[src/rtl/health_round_tracker.sv]
// -----------------------------------------------------------------------------
// health_round_tracker
//
// Gameplay scorekeeper for a two-player fighting game. It holds both players'
// health and the round clock, and applies damage from hit events with a
// blocking reduction and per-player invulnerability frames. It reports the
// round result to the downstream game state controller and obeys that
// controller's gameplay reset and timer controls.
//
// Ports:
//   clk_game            in   game clock (60 Hz), single clock domain
//   reset_n             in   synchronous active-low reset
//   reset_gameplay      in   level: force IDLE, reload health and round clock
//   timer_enable        in   level: allow the round clock to count
//   timer_reset         in   level: reload the round clock only
//   p1_hit_p2           in   P1 attack connects with P2 this cycle
//   p2_hit_p1           in   P2 attack connects with P1 this cycle
//   p1_blocking         in   P1 guard held
//   p2_blocking         in   P2 guard held
//   p1_health     [7:0] out  current P1 health
//   p2_health     [7:0] out  current P2 health
//   round_seconds [6:0] out  seconds remaining in the round
//   p1_invuln           out  P1 invulnerability counter nonzero
//   p2_invuln           out  P2 invulnerability counter nonzero
//   game_over_condition out  round ended (latched)
//   winner_p1           out  P1 won (latched, valid with game_over_condition)
//   winner_p2           out  P2 won (latched, valid with game_over_condition)
// -----------------------------------------------------------------------------
module health_round_tracker #(
    parameter logic [7:0] MAX_HEALTH    = 8'd100,
    parameter logic [7:0] HIT_DAMAGE    = 8'd10,
    parameter logic [7:0] BLOCK_DAMAGE  = 8'd2,
    parameter logic [5:0] IFRAMES       = 6'd30,
    parameter logic [6:0] ROUND_SECONDS = 7'd99,
    parameter logic [5:0] TICKS_PER_SEC = 6'd60
) (
    input  logic       clk_game,
    input  logic       reset_n,
    input  logic       reset_gameplay,
    input  logic       timer_enable,
    input  logic       timer_reset,
    input  logic       p1_hit_p2,
    input  logic       p2_hit_p1,
    input  logic       p1_blocking,
    input  logic       p2_blocking,
    output logic [7:0] p1_health,
    output logic [7:0] p2_health,
    output logic [6:0] round_seconds,
    output logic       p1_invuln,
    output logic       p2_invuln,
    output logic       game_over_condition,
    output logic       winner_p1,
    output logic       winner_p2
);

    typedef enum logic [1:0] {
        ST_IDLE,
        ST_FIGHT,
        ST_OVER
    } state_t;

    state_t     state_q, state_d;
    logic [7:0] p1_health_d, p2_health_d;
    logic [6:0] seconds_d;
    logic [5:0] tick_q, tick_d;
    logic [5:0] p1_iframe_q, p1_iframe_d;
    logic [5:0] p2_iframe_q, p2_iframe_d;
    logic       game_over_d, winner_p1_d, winner_p2_d;
    logic       ko, time_up;

    // Health never wraps below zero.
    function automatic logic [7:0] sat_sub(input logic [7:0] value, input logic [7:0] amount);
        return (value > amount) ? (value - amount) : 8'd0;
    endfunction

    // Invulnerability flags come straight from the counter registers, so no
    // input reaches them combinationally.
    assign p1_invuln = (p1_iframe_q != 6'd0);
    assign p2_invuln = (p2_iframe_q != 6'd0);

    // -------------------------------------------------------------------------
    // Next-state and next-value logic
    // -------------------------------------------------------------------------
    always_comb begin
        // NOTE: every signal gets a default before any branch, so no path can
        // leave one unassigned and infer a latch.
        state_d     = state_q;
        p1_health_d = p1_health;
        p2_health_d = p2_health;
        seconds_d   = round_seconds;
        tick_d      = tick_q;
        game_over_d = game_over_condition;
        winner_p1_d = winner_p1;
        winner_p2_d = winner_p2;
        p1_iframe_d = (p1_iframe_q != 6'd0) ? (p1_iframe_q - 6'd1) : 6'd0;
        p2_iframe_d = (p2_iframe_q != 6'd0) ? (p2_iframe_q - 6'd1) : 6'd0;
        ko          = 1'b0;
        time_up     = 1'b0;

        case (state_q)
            // Entry edge into FIGHT applies no damage and does no counting.
            ST_IDLE: state_d = ST_FIGHT;

            ST_FIGHT: begin
                // P1 is the target of P2's attack and vice versa; a hit during
                // invulnerability is simply dropped.
                if (p2_hit_p1 && (p1_iframe_q == 6'd0)) begin
                    p1_health_d = sat_sub(p1_health, p1_blocking ? BLOCK_DAMAGE : HIT_DAMAGE);
                    p1_iframe_d = IFRAMES;
                end
                if (p1_hit_p2 && (p2_iframe_q == 6'd0)) begin
                    p2_health_d = sat_sub(p2_health, p2_blocking ? BLOCK_DAMAGE : HIT_DAMAGE);
                    p2_iframe_d = IFRAMES;
                end

                if (timer_reset) begin
                    seconds_d = ROUND_SECONDS;
                    tick_d    = 6'd0;
                end else if (timer_enable) begin
                    if (tick_q == (TICKS_PER_SEC - 6'd1)) begin
                        tick_d    = 6'd0;
                        seconds_d = (round_seconds != 7'd0) ? (round_seconds - 7'd1) : 7'd0;
                    end else begin
                        tick_d = tick_q + 6'd1;
                    end
                end

                ko      = (p1_health_d == 8'd0) || (p2_health_d == 8'd0);
                time_up = (seconds_d == 7'd0) && (round_seconds != 7'd0);

                if (ko || time_up) begin
                    state_d     = ST_OVER;
                    game_over_d = 1'b1;
                    // KO outranks time-up; a double KO or equal health is a draw.
                    if (ko) begin
                        winner_p1_d = (p2_health_d == 8'd0) && (p1_health_d != 8'd0);
                        winner_p2_d = (p1_health_d == 8'd0) && (p2_health_d != 8'd0);
                    end else begin
                        winner_p1_d = (p1_health_d > p2_health_d);
                        winner_p2_d = (p2_health_d > p1_health_d);
                    end
                end
            end

            // Everything frozen except the invulnerability countdown.
            ST_OVER: state_d = ST_OVER;

            default: state_d = ST_IDLE;
        endcase

        // Gameplay reset outranks every other input, including same-edge hits.
        if (reset_gameplay) begin
            state_d     = ST_IDLE;
            p1_health_d = MAX_HEALTH;
            p2_health_d = MAX_HEALTH;
            seconds_d   = ROUND_SECONDS;
            tick_d      = 6'd0;
            p1_iframe_d = 6'd0;
            p2_iframe_d = 6'd0;
            game_over_d = 1'b0;
            winner_p1_d = 1'b0;
            winner_p2_d = 1'b0;
        end
    end

    // -------------------------------------------------------------------------
    // State registers
    // -------------------------------------------------------------------------
    // NOTE: sequential state uses non-blocking assignments so every register
    // samples the pre-edge values regardless of statement order.
    always_ff @(posedge clk_game) begin
        if (!reset_n) begin
            state_q             <= ST_IDLE;
            p1_health           <= MAX_HEALTH;
            p2_health           <= MAX_HEALTH;
            round_seconds       <= ROUND_SECONDS;
            tick_q              <= 6'd0;
            p1_iframe_q         <= 6'd0;
            p2_iframe_q         <= 6'd0;
            game_over_condition <= 1'b0;
            winner_p1           <= 1'b0;
            winner_p2           <= 1'b0;
        end else begin
            state_q             <= state_d;
            p1_health           <= p1_health_d;
            p2_health           <= p2_health_d;
            round_seconds       <= seconds_d;
            tick_q              <= tick_d;
            p1_iframe_q         <= p1_iframe_d;
            p2_iframe_q         <= p2_iframe_d;
            game_over_condition <= game_over_d;
            winner_p1           <= winner_p1_d;
            winner_p2           <= winner_p2_d;
        end
    end

endmodule

[config.mk]
export PLATFORM = sky130hd
export DESIGN_NAME = health_round_tracker
export DESIGN_NICKNAME = d
export VERILOG_FILES = /design/src/rtl/health_round_tracker.sv
export SDC_FILE = /design/constraint.sdc
export NUM_CORES = 1
export LEC_CHECK = 0
export CORE_MARGIN = 3
export CORE_UTILIZATION = 25
export DETAILED_ROUTE_END_ITERATION = 7
export SETUP_SLACK_MARGIN = 0.02
export SLEW_MARGIN = 15
export SYNTH_ARGS = -nofsm -noshare
export SYNTH_HDL_FRONTEND = slang
export SYNTH_SLANG_ARGS = --single-unit
[constraint.sdc]
create_clock -name clk_game -period 3.9 [get_ports clk_game]
set_input_delay 0.585 -clock clk_game [delete_from_list [all_inputs] [get_ports clk_game]]
set_output_delay 0.585 -clock clk_game [all_outputs]
set_load 0.005 [all_outputs]
Word level (Yosys, flattened, before mapping):

Cells that the tools add are included.

* add/subtract/negate cells: 6
* multipliers: 0
* div/mod/pow operators: 0
* magnitude comparators: 4
* equal/unequal tests: 4
* shift-type cells: 0
* mux-type cells: 26
* bitwise logic cells: 1
* reduce and logical (&&, ||, !) cells: 22

Operators by type and width (count)
* $mux W6: 9
* $mux W8: 6
* $mux W7: 5
* $gt A8 B4 Y1: 2
* $gt A8 B8 Y1: 2
* $logic_not A8 Y1: 2
* $reduce_bool A8 Y1: 2
* $sub A8 B4 Y8: 2
* $logic_not A6 Y1: 2
* $reduce_bool A6 Y1: 2
* $sub A6 B1 Y6 const B: 2
* $mux W4: 2
* $logic_not A7 Y1: 1
* $reduce_bool A7 Y1: 1
* $sub A7 B1 Y7 const B: 1
* $add A6 B1 Y6 const B: 1
* $eq A6 B6 Y1 const B: 1
* $pmux W2 S3: 1
* $logic_and A1 B1 Y1: 5
* $reduce_and A2 Y1: 2
* $eq A2 B1 Y1 const B: 1
* $eq A2 B2 Y1 const B: 1
* $logic_not A2 Y1: 1
* $logic_or A1 B1 Y1: 2
* 6 further kinds: 7

* register bits after elaboration: 46
* latch bits: 0
* bits in writable memories: 0
* ROM bits: 0
* input port bits: 9
* output and inout bits: 28
* logic and storage cells: 73
* memories kept: 0

Depth between registers and ports, before layout:

Gate-level depths: netlist (run 1).

* depth in word-level cells: 11
* mapped depth: 14

Worst setup path before layout (run 1):

Ideal clock, no wire load.

* path type: input to register
* start point: input p2_blocking
* end point: register winner_p2
* setup time: 0.124 ns
* data arrival time: 3.214 ns
* slack: 0.562 ns
* stages on the path: 14
* buffers on the path: 2
* cell sequence: ha_1 nor4bb_1 or3_1 clkbuf_1 and2_0 buf_2 o21ai_1 ha_1 a21o_1 a21o_1 a211oi_1 a21oi_1 nor3_1 a211oi_1

* word-level cells in the longest chain between the ends: 9
* elaborated cells between the ends (all ways): 14

Ends and longest elaborated chain
* start, declared: RTL line 45 `input logic p2_blocking,`
* $mux W4 (*): RTL line 112 `p2_health_d = sat_sub(p2_health, p2_blocking ? BLOCK_DAMAGE : HIT_DAMAGE);`
* $sub A8 B4 Y8 or $gt A8 B4 Y1 (tied branches): RTL line 73 `return (value > amount) ? (value - amount) : 8'd0;`
* $mux W8 (*): RTL line 73
* $mux W8 (*): RTL line 111 `if (p1_hit_p2 && (p2_iframe_q == 6'd0)) begin`
* $mux W8 (*): RTL line 100 `case (state_q)`
* branches (longest 4 deep; another with $gt A8 B8 Y1)
* end signal, assigned: RTL line 193 `winner_p2 <= winner_p2_d;`
* end, declared: RTL line 53 `output logic winner_p2`

Every way passes the cells marked *. The select of a mux whose other input is x is not followed.
A chain may end at the register's enable or synchronous reset.

Worst setup path in the final report (run 1):

Same ends and word-level chain as after synthesis.

==> run summary, run 1 <==
Root Buffer: sky130_fd_sc_hd__clkbuf_16
Synth Warn #: 0
Detail Route Antenna Nets: 0
DRC violations left: 0
Netlist Area Pre-Place: 0.00304 sq mm
footprint of the multi-input gates: 0.00197 sq mm
clock period minus final worst setup slack: 3.52 ns
cell type with the highest aggregate area in the netlist: sky130_fd_sc_hd__dfxtp_1
number of top-level pins: 37
Post-Syn Instances: 391
average wire per cell in the routed design: 13.6 um
count of input and output buffers: 36
adder and majority gate portion of the synthesized area: 7.83%
arrival time worst endpoint: 3.69 ns
Detailed Routing Iterations Pass 1: 4
post-placement worst setup slack: 0.0768 ns
initial DRC count: 150
post-synthesis area per instance: 7.76 sq um
maximum count of clock buffers along a single path: 2
XOR/XNOR share of the synthesized area: 2.60%
predominant post-synthesis flop cell: sky130_fd_sc_hd__dfxtp_1
CP endpoint kind: register
max incr delay on CP: 0.41 ns
EDFF count, synth: 0
number of vias per cell after detailed routing: 5.17
maximum number of pins on one net before global-route repair: 22
die width: 116 um
filler instances: 1230
worst-path cell with the longest stage delay: sky130_fd_sc_hd__clkdlybuf4s50_1
distinct cell type count after synthesis: 61
number of synthesized register bits: 46
proportion of netlist area held by the largest area contributor: 30.3%
cells taking the most area after synthesis: sky130_fd_sc_hd__dfxtp_1, sky130_fd_sc_hd__ha_1, sky130_fd_sc_hd__nand2_1
placement row count: 39
TritonCTS clock tree: done
Post-Syn Nets: 419
Hold Violations, Final: 0
number of failing setup endpoints in the final timing report: 0
share of post-route cells with drive strength above 1: 6.82%
fraction of synthesized area in multiplexers: 1.03%
initial antenna violation count: 0
worst reg2reg startpoint: p2_health[3]$_SDFFE_PP0P_
starting density of the core: 26.0%
worst relative slew slack: 49.8%
setup bufs post-CTS: 0
CTS-repair resized insts: 0
DP HPWL: 6030 um
number of buffers inserted during clock tree synthesis: 5
worst path required time: 4.07 ns
Critical path origin: p2_blocking
sequential share of the synthesized area: 30.3%
die outline area: 0.0135 sq mm
hold path start: game_over_condition$_SDFFE_PP0P_
number of slew-limit violations in the final report: 0
hold buffer count at cts: 0
power per cell area: 554 mW/mm^2
portion of the clock cycle consumed by the worst path in the final layout: 90.2%
crit path launch type: input port
global-route wire length before repair: 13200 um
max capacitance violation total: 0
clock net sink count: 46
Hold WC Path Type: register to register
total length of routed wires: 7730 um
nets: 452
Least-Margin Pin Slew: 0.752 ns
area of the core: 0.0117 sq mm
total negative setup slack: 0 ns
routability-driven placement congestion ratio: 0.821
post-synthesis simple-gate area fraction: 29.4%
worst clock skew: 0.00814 ns
Max Clk Rate: 284 MHz
Max Fanout on Critical Path: 7
depth of the CTS H-tree: 2
total congestion overflow after global routing: 0
Compound-Gate Fraction of Synth Area: 24.2%
insertion delay of the later-clocked pin in the worst-skew pair: 0.29 ns
via count of the first global-routing pass: 2747
static leakage: 1.45 nW
via total after detailed routing: 2935
Async SR Flop Fraction: 0%
Overall Global Routing Usage: 11.8%
combinational family with the most area after synthesis: simple AND/OR/NAND/NOR gates
final worst setup slack: 0.382 ns
diodes inserted: 0
Chip Height: 116 um
clock slew seen by the registers of the worst setup and hold paths: 0.06 ns
critical path, cell by cell: clkdlybuf4s50_1 > ha_1 > nor4bb_1 > or3_1 > and2_0 > o21ai_1 > ha_1 > a21o_1 > a21o_1 > a211oi_1 > a21oi_1 > nor3_1 > a211oi_1
status: finished clean
setup repair after global routing missed its margin: false
register cell area after layout: 921 sq um
Worst Setup Path Type: input port to register
post-synthesis to final-layout area growth: 24.2%
worst ir drop on vdd: 0.223 mV
==> cells in the final DEF, fill, tap and decap left out, types with 3 or more instances in the layout <==
cell type,count
sky130_fd_sc_hd__and3_1,3
sky130_fd_sc_hd__o21a_1,3
sky130_fd_sc_hd__nor2b_1,3
sky130_fd_sc_hd__clkdlybuf4s50_1,36
sky130_fd_sc_hd__a22oi_1,3
sky130_fd_sc_hd__a31oi_1,4
sky130_fd_sc_hd__nor2_1,39
sky130_fd_sc_hd__o31ai_1,4
sky130_fd_sc_hd__inv_1,16
sky130_fd_sc_hd__o21ai_0,20
sky130_fd_sc_hd__buf_4,10
sky130_fd_sc_hd__and3b_1,5
sky130_fd_sc_hd__a211o_1,3
sky130_fd_sc_hd__clkbuf_16,5
sky130_fd_sc_hd__a211oi_1,6
sky130_fd_sc_hd__xor2_1,9
sky130_fd_sc_hd__ha_1,19
sky130_fd_sc_hd__nand4_1,7
sky130_fd_sc_hd__nor3_1,24
sky130_fd_sc_hd__nand3b_1,3
sky130_fd_sc_hd__a21o_1,3
sky130_fd_sc_hd__or3_1,7
sky130_fd_sc_hd__o41ai_1,5
sky130_fd_sc_hd__nor4_1,4
sky130_fd_sc_hd__nand4b_1,4
sky130_fd_sc_hd__nand2b_1,8
sky130_fd_sc_hd__o211ai_1,6
sky130_fd_sc_hd__nand3_1,8
sky130_fd_sc_hd__dfxtp_1,46
sky130_fd_sc_hd__a21oi_1,30
sky130_fd_sc_hd__nand2_1,41
==> metrics by stage <==
stage | power [mW] | hold WS (ns) | instances | utilization [%] | area (sq um)
after detailed placement | 1.54 | 0.437 | 560 | 30.6 | 3570
after global routing | 2.27 | 0.469 | 568 | 32.3 | 3770
final | 2.09 | 0.443 | 568 | 32.3 | 3770
after global placement | 1.52 | 0.438 | 560 | 30.6 | 3570
after floorplan | 1.27 | 0.432 | 391 | - | 3040
after CTS | 2.11 | 0.447 | 568 | 32.3 | 3770
==> area by class of cell <==
type	instances	share of cell area, %
Timing Repair Buffer	46	11.6
Tap cell	143	4.75
Inverter	16	1.59
Clock buffer	6	3.69
Clock inverter	2	1.59
Multi-Input combinational cell	309	52.4
Sequential cell	46	24.4
==> worst max-delay path, delay by kind of cell <==
family / cells / cell delay [ns]
compound gates: 6 / 1.04
simple gates: 4 / 1.01
buf+inv: 1 / 0.41
fa+ha+maj: 2 / 0.63
==> path summary, 6_finish.rpt <==
path,to,slack (ns),depth (start not counted)
worst max-delay path,winner_p2$_SDFFE_PP0P_,0.38,13
worst min-delay path,game_over_condition$_SDFFE_PP0P_,0.44,2
worst max register to register,winner_p2$_SDFFE_PP0P_,0.70,12
worst min register to register,game_over_condition$_SDFFE_PP0P_,0.44,2
==> cells in the mapped netlist, types with 4 or more instances <==
master                     instances
sky130_fd_sc_hd__nor3_1           24
sky130_fd_sc_hd__nor4_1            4
sky130_fd_sc_hd__o21ai_0          20
sky130_fd_sc_hd__ha_1             19
sky130_fd_sc_hd__nand2b_1          8
sky130_fd_sc_hd__inv_1            16
sky130_fd_sc_hd__o31ai_1           4
sky130_fd_sc_hd__nand4b_1          4
sky130_fd_sc_hd__nand4_1           7
sky130_fd_sc_hd__nor2_1           39
sky130_fd_sc_hd__o41ai_1           5
sky130_fd_sc_hd__or3_1             7
sky130_fd_sc_hd__a21oi_1          30
sky130_fd_sc_hd__nand3_1           8
sky130_fd_sc_hd__o211ai_1          6
sky130_fd_sc_hd__nand2_1          41
sky130_fd_sc_hd__a31oi_1           4
sky130_fd_sc_hd__clkbuf_1         16
sky130_fd_sc_hd__and3b_1           5
sky130_fd_sc_hd__dfxtp_1          46
sky130_fd_sc_hd__xor2_1            9
sky130_fd_sc_hd__a211oi_1          6
==> state kept, by name (all words and copies together), names as in the netlist <==
register,cells
game_over_condition,1
p2_health,8
state_q,2
winner_p2,1
tick_q,6
round_seconds,7
winner_p1,1
p1_iframe_q,6
p2_iframe_q,6
p1_health,8
==> per-layer routing <==
metal  wire length, um  global-route usage [%]  part of all wire [%]
met1              3800                    15.8                    49
met2              3570                    20.0                    46
met3               312                    2.23                   4.0
met4                47                    2.47                  0.61
met5                 0                       0                     0
==> kinds of logic after synthesis <==
group	Yosys count
DFF	46
xor gates and xnor gates	9
buffers and inverters	36
AOI/OAI and AO/OA	108
muxes	3
adders and majority gates	19
and+or+nand+nor	170
==> power breakdown <==
part	total, mW	switching (mW)	internal [mW]
Sequential	0.564	0.0449	0.519
Combinational	0.964	0.555	0.409
Clock	0.560	0.176	0.385
No activity file was read; power rests on OpenSTA's default activity.
==> run 2, diff against run 1 <==
clock period = 3.79 ns   (was 3.9 ns; I/O delays follow)
==> run summary, run 2 (synthesis gave the netlist of run 1 again) <==
status: finished clean
Worst Setup Path Type: input port to register
area of the core: 0.0117 sq mm (unchanged)
total congestion overflow after global routing: 0 (unchanged)
worst clock skew: 0.00435 ns (-0.00380 ns)
Hold Violations, Final: 0 (unchanged)
Max Fanout on Critical Path: 6 (-1)
initial antenna violation count: 0 (unchanged)
portion of the clock cycle consumed by the worst path in the final layout: 91.6%
CP endpoint kind: register
diodes inserted: 0 (unchanged)
die width: 116 um (unchanged)
DP HPWL: 5920 um (-1.9%)
number of failing setup endpoints in the final timing report: 0 (unchanged)
initial DRC count: 186 (+24%)
Overall Global Routing Usage: 11.9% (+0.11 points)
Max Clk Rate: 288 MHz
count of input and output buffers: 36 (unchanged)
endpoint of the worst register-to-register path: winner_p1$_SDFFE_PP0P_
top library cells by usage in the layout, fill and taps aside: sky130_fd_sc_hd__dfxtp_1, sky130_fd_sc_hd__nand2_1, sky130_fd_sc_hd__nor2_1, sky130_fd_sc_hd__clkdlybuf4s50_1, sky130_fd_sc_hd__a21oi_1
Min-Delay Path Depth: 2 (unchanged)
register cell area after layout: 921 sq um (unchanged)
cell total after placement: 560 (unchanged)
placement row count: 39 (unchanged)
nets: 452 (unchanged)
total length of routed wires: 7890 um (+2.0%)
power per cell area: 555 mW/mm^2 (+0.13%)
insertion delay of the later-clocked pin in the worst-skew pair: 0.29 ns (about the same)
filler instances: 1222 (-0.65%)
fin cells: 568 (unchanged)
clock slew seen by the registers of the worst setup and hold paths: 0.06 ns (about the same)
largest registers: p1_health: 8 flops, p2_health: 8 flops, round_seconds: 7 flops
average wire per cell in the routed design: 13.9 um (+2.0%)
Register-to-Register Path Depth: 11 (-1)
TritonCTS clock tree: done
die outline area: 0.0135 sq mm (unchanged)
crit path launch type: input port
post-synthesis to final-layout area growth: 23.1%
setup repair after global routing missed its margin: false
max capacitance violation total: 0 (unchanged)
worst ir drop on vdd: 0.293 mV (+32%)
maximum number of pins on one net before global-route repair: 30 (+36%)
number of slew-limit violations in the final report: 0 (unchanged)
Detailed Routing Iterations Pass 1: 4 (unchanged)
worst reg-to-reg setup slack: 0.64 ns (-0.06 ns)
number of top-level pins: 37 (unchanged)
arrival time worst endpoint: 3.66 ns (-0.03 ns)
share of post-route cells with drive strength above 1: 6.59% (-0.24 points)
number of buffers inserted during clock tree synthesis: 5 (unchanged)
via count of the first global-routing pass: 2764 (+0.62%)
routability-driven placement congestion ratio: 0.854 (+4.0%)
Least-Margin Pin Slew: 0.735 ns (-0.0174 ns)
worst path required time: 3.98 ns (-0.09 ns)
Hold WC Path Type: register to register
clock net sink count: 46 (unchanged)
clock period minus final worst setup slack: 3.47 ns
global-route wire length before repair: 13200 um (-0.11%)
worst relative slew slack: 51.0% (+1.3 points)
total negative setup slack: 0 ns (unchanged)
footprint of the multi-input gates: 0.00197 sq mm (unchanged)
worst reg2reg startpoint: p2_health[3]$_SDFFE_PP0P_
hold path start: game_over_condition$_SDFFE_PP0P_
Root Buffer: sky130_fd_sc_hd__clkbuf_16
DRC violations left: 0 (unchanged)
hold buffer count at cts: 0 (unchanged)
depth of the CTS H-tree: 2 (unchanged)
number of vias per cell after detailed routing: 5.17 (+0.14%)
starting density of the core: 26.0% (unchanged)
Detail Route Antenna Nets: 0 (unchanged)
static leakage: 1.43 nW (-1.4%)
via total after detailed routing: 2939 (+0.14%)
Chip Height: 116 um (unchanged)
setup bufs post-CTS: 0 (unchanged)
CTS-repair resized insts: 0 (unchanged)
endpoint of the worst hold-timing path: game_over_condition$_SDFFE_PP0P_
maximum count of clock buffers along a single path: 2 (unchanged)
most frequent standard cell in the layout excluding fill and tap cells: sky130_fd_sc_hd__dfxtp_1
run 2: cell count changes in the layout (fill, tap and decap cells not counted), sizes merged:
cell | before | now
clkinvlp | 0 | 1
bufinv | 2 | 1
run 2: worst max-delay path by stage:
| stage | from | end | slack, ns | cells past startpoint |
|---|---|---|---|---|
| 6_report | p2_blocking | winner_p1$_SDFFE_PP0P_ | 0.32 | 12 |
| 3_3_place_gp | p2_blocking | winner_p2$_SDFFE_PP0P_ | 0.11 | 13 |
| 5_1_grt | p2_blocking | winner_p2$_SDFFE_PP0P_ | 0.05 | 13 |
| 4_1_cts | p2_blocking | winner_p1$_SDFFE_PP0P_ | 0.31 | 12 |
| 3_5_place_dp | p2_blocking | winner_p2$_SDFFE_PP0P_ | 0.04 | 13 |
| 2_1_floorplan | p2_blocking | winner_p2$_SDFFE_PP0P_ | 0.47 | 14 |
run 2: report_power, final:
part	internal [mW]	switching, mW
Sequential	0.535	0.0454
Clock	0.311	0.187
Combinational	0.421	0.574
Total	1.27	0.806
run 2: worst max-delay path: stages:
cell                              delay, ns
sky130_fd_sc_hd__clkdlybuf4s50_1       0.40
sky130_fd_sc_hd__ha_1                  0.36
sky130_fd_sc_hd__nor4bb_1              0.17
sky130_fd_sc_hd__or3_1                 0.37
sky130_fd_sc_hd__and2_0                0.29
sky130_fd_sc_hd__o21ai_1               0.25
sky130_fd_sc_hd__ha_1                  0.29
sky130_fd_sc_hd__a21o_1                0.16
sky130_fd_sc_hd__a21o_1                0.17
sky130_fd_sc_hd__a211oi_1              0.28
sky130_fd_sc_hd__a31oi_1               0.14
sky130_fd_sc_hd__o41ai_2               0.22
run 2: per-layer routing:
layer  wire (um)  up-vias  global-route usage (%)
met4          44        0                    2.17
met1        3870     1371                    15.9
met5           0        -                       0
met3         289        5                    2.38
li1            -     1516                       -
met2        3680       47                    20.3
run 2: cell type report:
class,instances,share of cell area [%]
multi-input cells,309,52.8
flip-flops and latches,46,24.6
well taps,143,4.79
repair buffers,46,11.7
clock buffers,6,3.45
clock inverters,2,1.00
inverters,16,1.61
run 2: through the flow:
| step | utilization [%] | total power, mW | worst slack, ns | area (sq um) | hold WS [ns] |
|---|---|---|---|---|---|
| 6_report | 32.0 | 2.07 | 0.318 | 3740 | 0.447 |
| 5_1_grt | 32.0 | 2.26 | 0.0473 | 3740 | 0.474 |
| 4_1_cts | 32.0 | 2.10 | 0.309 | 3740 | 0.451 |
| 3_5_place_dp | 30.6 | 1.58 | 0.0369 | 3570 | 0.441 |
| 3_3_place_gp | 30.6 | 1.56 | 0.113 | 3570 | 0.441 |
| 2_1_floorplan | - | 1.30 | 0.468 | 3040 | 0.432 |
==> run 3, diff against run 2 <==
CORE_ASPECT_RATIO = 1.5   (was unset)
CORE_UTILIZATION = 55   (was 25)
GPL_TIMING_DRIVEN = 0   (was unset)
PLACE_DENSITY = 0.79   (was unset)
==> run summary, run 3 (synthesis gave the netlist of run 1 again) <==
status: finished clean
Worst Setup Path Type: input port to register
number of slew-limit violations in the final report: 0 (unchanged)
number of vias per cell after detailed routing: 6.15 (+19%)
crit path launch type: input port
Chip Height: 97.0 um (-17%)
worst path required time: 3.98 ns (about the same)
global-route wire length before repair: 12600 um (-4.2%)
CP endpoint kind: register
design area: 0.00358 sq mm (-4.2%)
number of failing setup endpoints in the final timing report: 0 (unchanged)
starting density of the core: 57.9% (+32 points)
die width: 66.7 um (-43%)
standard cell area after detailed placement: 0.00347 sq mm (-2.8%)
via total after detailed routing: 3081 (+4.8%)
total congestion overflow after global routing: 0 (unchanged)
depth of the CTS H-tree: 2 (unchanged)
maximum count of clock buffers along a single path: 2 (unchanged)
critical path, cell by cell: clkdlybuf4s50_1 > ha_1 > nor4bb_1 > or3_1 > clkbuf_1 > and2_0 > buf_2 > o21ai_4 > ha_1 > a21o_1 > a21o_1 > a211oi_2 > a21oi_1 > nor3_1 > a211oi_1
arrival time worst endpoint: 3.76 ns (+0.10 ns)
area of the core: 0.00525 sq mm (-55%)
count of input and output buffers: 35 (-2.8%)
met3 GRT Util: 2.79% (+0.40 points)
clock period minus final worst setup slack: 3.57 ns (+0.0962 ns)
via count of the first global-routing pass: 2844 (+2.9%)
insertion delay of the later-clocked pin in the worst-skew pair: 0.30 ns (about the same)
most frequent standard cell in the layout excluding fill and tap cells: sky130_fd_sc_hd__dfxtp_1
Detailed Routing Iterations Pass 1: 5 (+1)
max incr delay on CP: 0.41 ns (about the same)
top library cells by usage in the layout, fill and taps aside: sky130_fd_sc_hd__dfxtp_1, sky130_fd_sc_hd__nand2_1, sky130_fd_sc_hd__nor2_1, sky130_fd_sc_hd__clkdlybuf4s50_1, sky130_fd_sc_hd__a21oi_1
static leakage: 1.39 nW (-2.6%)
initial antenna violation count: 0 (unchanged)
global routing usage on met2: 44.0% (+24 points)
placement row count: 32 (-18%)
Max Fanout on Critical Path: 7 (+1)
clock slew seen by the registers of the worst setup and hold paths: 0.09 ns (+0.03 ns)
Root Buffer: sky130_fd_sc_hd__clkbuf_8
nets: 460 (+1.8%)
max capacitance violation total: 0 (unchanged)
largest registers: p1_health: 8 flops, p2_health: 8 flops, round_seconds: 7 flops
cell total after placement: 494 (-12%)
fraction of met1 tracks used by global routing: 27.1% (+11 points)
power per cell area: 525 mW/mm^2 (-5.4%)
routability-driven placement congestion ratio: 0.856 (+0.25%)
Hold WC Path Type: register to register
Detail Route Antenna Nets: 0 (unchanged)
portion of the clock cycle consumed by the worst path in the final layout: 94.1% (+2.5 points)
Overall Global Routing Usage: 24.1% (+12 points)
DRC violations left: 0 (unchanged)
worst ir drop on vdd: 0.518 mV (+77%)
die outline area: 0.00646 sq mm (-52%)
number of top-level pins: 37 (unchanged)
total length of routed wires: 7790 um (-1.3%)
maximum number of pins on one net before global-route repair: 15 (-50%)
layer carrying the most global-route usage: met2
number of buffers inserted during clock tree synthesis: 5 (unchanged)
average wire per cell in the routed design: 15.5 um (+12%)
hold buffer count at cts: 0 (unchanged)
post-synthesis to final-layout area growth: 17.9%
total negative setup slack: 0 ns (unchanged)
clock net sink count: 46 (unchanged)
fin cells: 501 (-12%)
Least-Margin Pin Slew: 0.666 ns (-0.0690 ns)
share of post-route cells with drive strength above 1: 6.00% (-0.58 points)
diodes inserted: 0 (unchanged)
Max Clk Rate: 280 MHz (-2.7%)
worst clock skew: 0.00450 ns (+0.000153 ns)
initial DRC count: 175 (-5.9%)
Hold Violations, Final: 0 (unchanged)
DP HPWL: 5770 um (-2.4%)
TritonCTS clock tree: done
worst relative slew slack: 55.3% (+4.2 points)
worst-path cell with the longest stage delay: sky130_fd_sc_hd__clkdlybuf4s50_1
## run 3: through the flow
stage	power [mW]	hold WS, ns	worst slack, ns	util (%)
2_1_floorplan	1.30	0.432	0.468	-
3_3_place_gp	1.52	0.436	-0.207	66.2
3_5_place_dp	1.54	0.441	-0.252	66.2
4_1_cts	1.84	0.462	0.0432	67.8
5_1_grt	2.04	0.475	-0.0118	68.2
6_report	1.88	0.458	0.222	68.2
## run 3: timing repair
action,in CTS,in global routing
gates resized for setup,0,5
buffers inserted,0,0
hold endpoints to repair,0,0
setup endpoints to repair,0,2
## run 3: cell type report
cell class / instances / area (sq um)
Clock inverter: 2 / 13.8
Buffer: 19 / 76.3
Inverter: 16 / 60.1
Timing Repair Buffer: 35 / 350
Fill cell: 444 / 1670
Tap cell: 68 / 85.1
Clock buffer: 6 / 72.6
Multi-Input combinational cell: 309 / 2000
Sequential cell: 46 / 921
## run 3: final timing paths
path	start	endpoint	slack (ns)	cells past startpoint
setup / recovery	p2_blocking	winner_p2$_SDFFE_PP0P_	0.22	15
hold / removal	game_over_condition$_SDFFE_PP0P_	game_over_condition$_SDFFE_PP0P_	0.46	2
setup reg to reg	p2_health[3]$_SDFFE_PP0P_	winner_p2$_SDFFE_PP0P_	0.54	14
hold reg to reg	game_over_condition$_SDFFE_PP0P_	game_over_condition$_SDFFE_PP0P_	0.46	2
## run 3: metal layers
metal	up-vias	wire, um	share of wire [%]
li1	1533	-	-
met5	-	0	0
met3	17	267	3.4
met2	87	4200	54
met1	1444	3120	40
met4	0	195	2.5
## run 3: worst max-delay path, delay by kind of cell
kind | cells | cell delay, ns
adder cells (fa/ha/maj) | 2 | 0.65
AO/OA/AOI/OAI | 6 | 0.98
buffers and inverters | 3 | 0.76
AND/OR/NAND/NOR | 4 | 0.79
## run 3: power breakdown
part / leakage, nW / total, mW / switching, mW / internal (mW)
registers: 0.373 / 0.577 / 0.0427 / 0.534
logic: 0.971 / 0.999 / 0.589 / 0.409
clock network: 0.0452 / 0.304 / 0.173 / 0.131
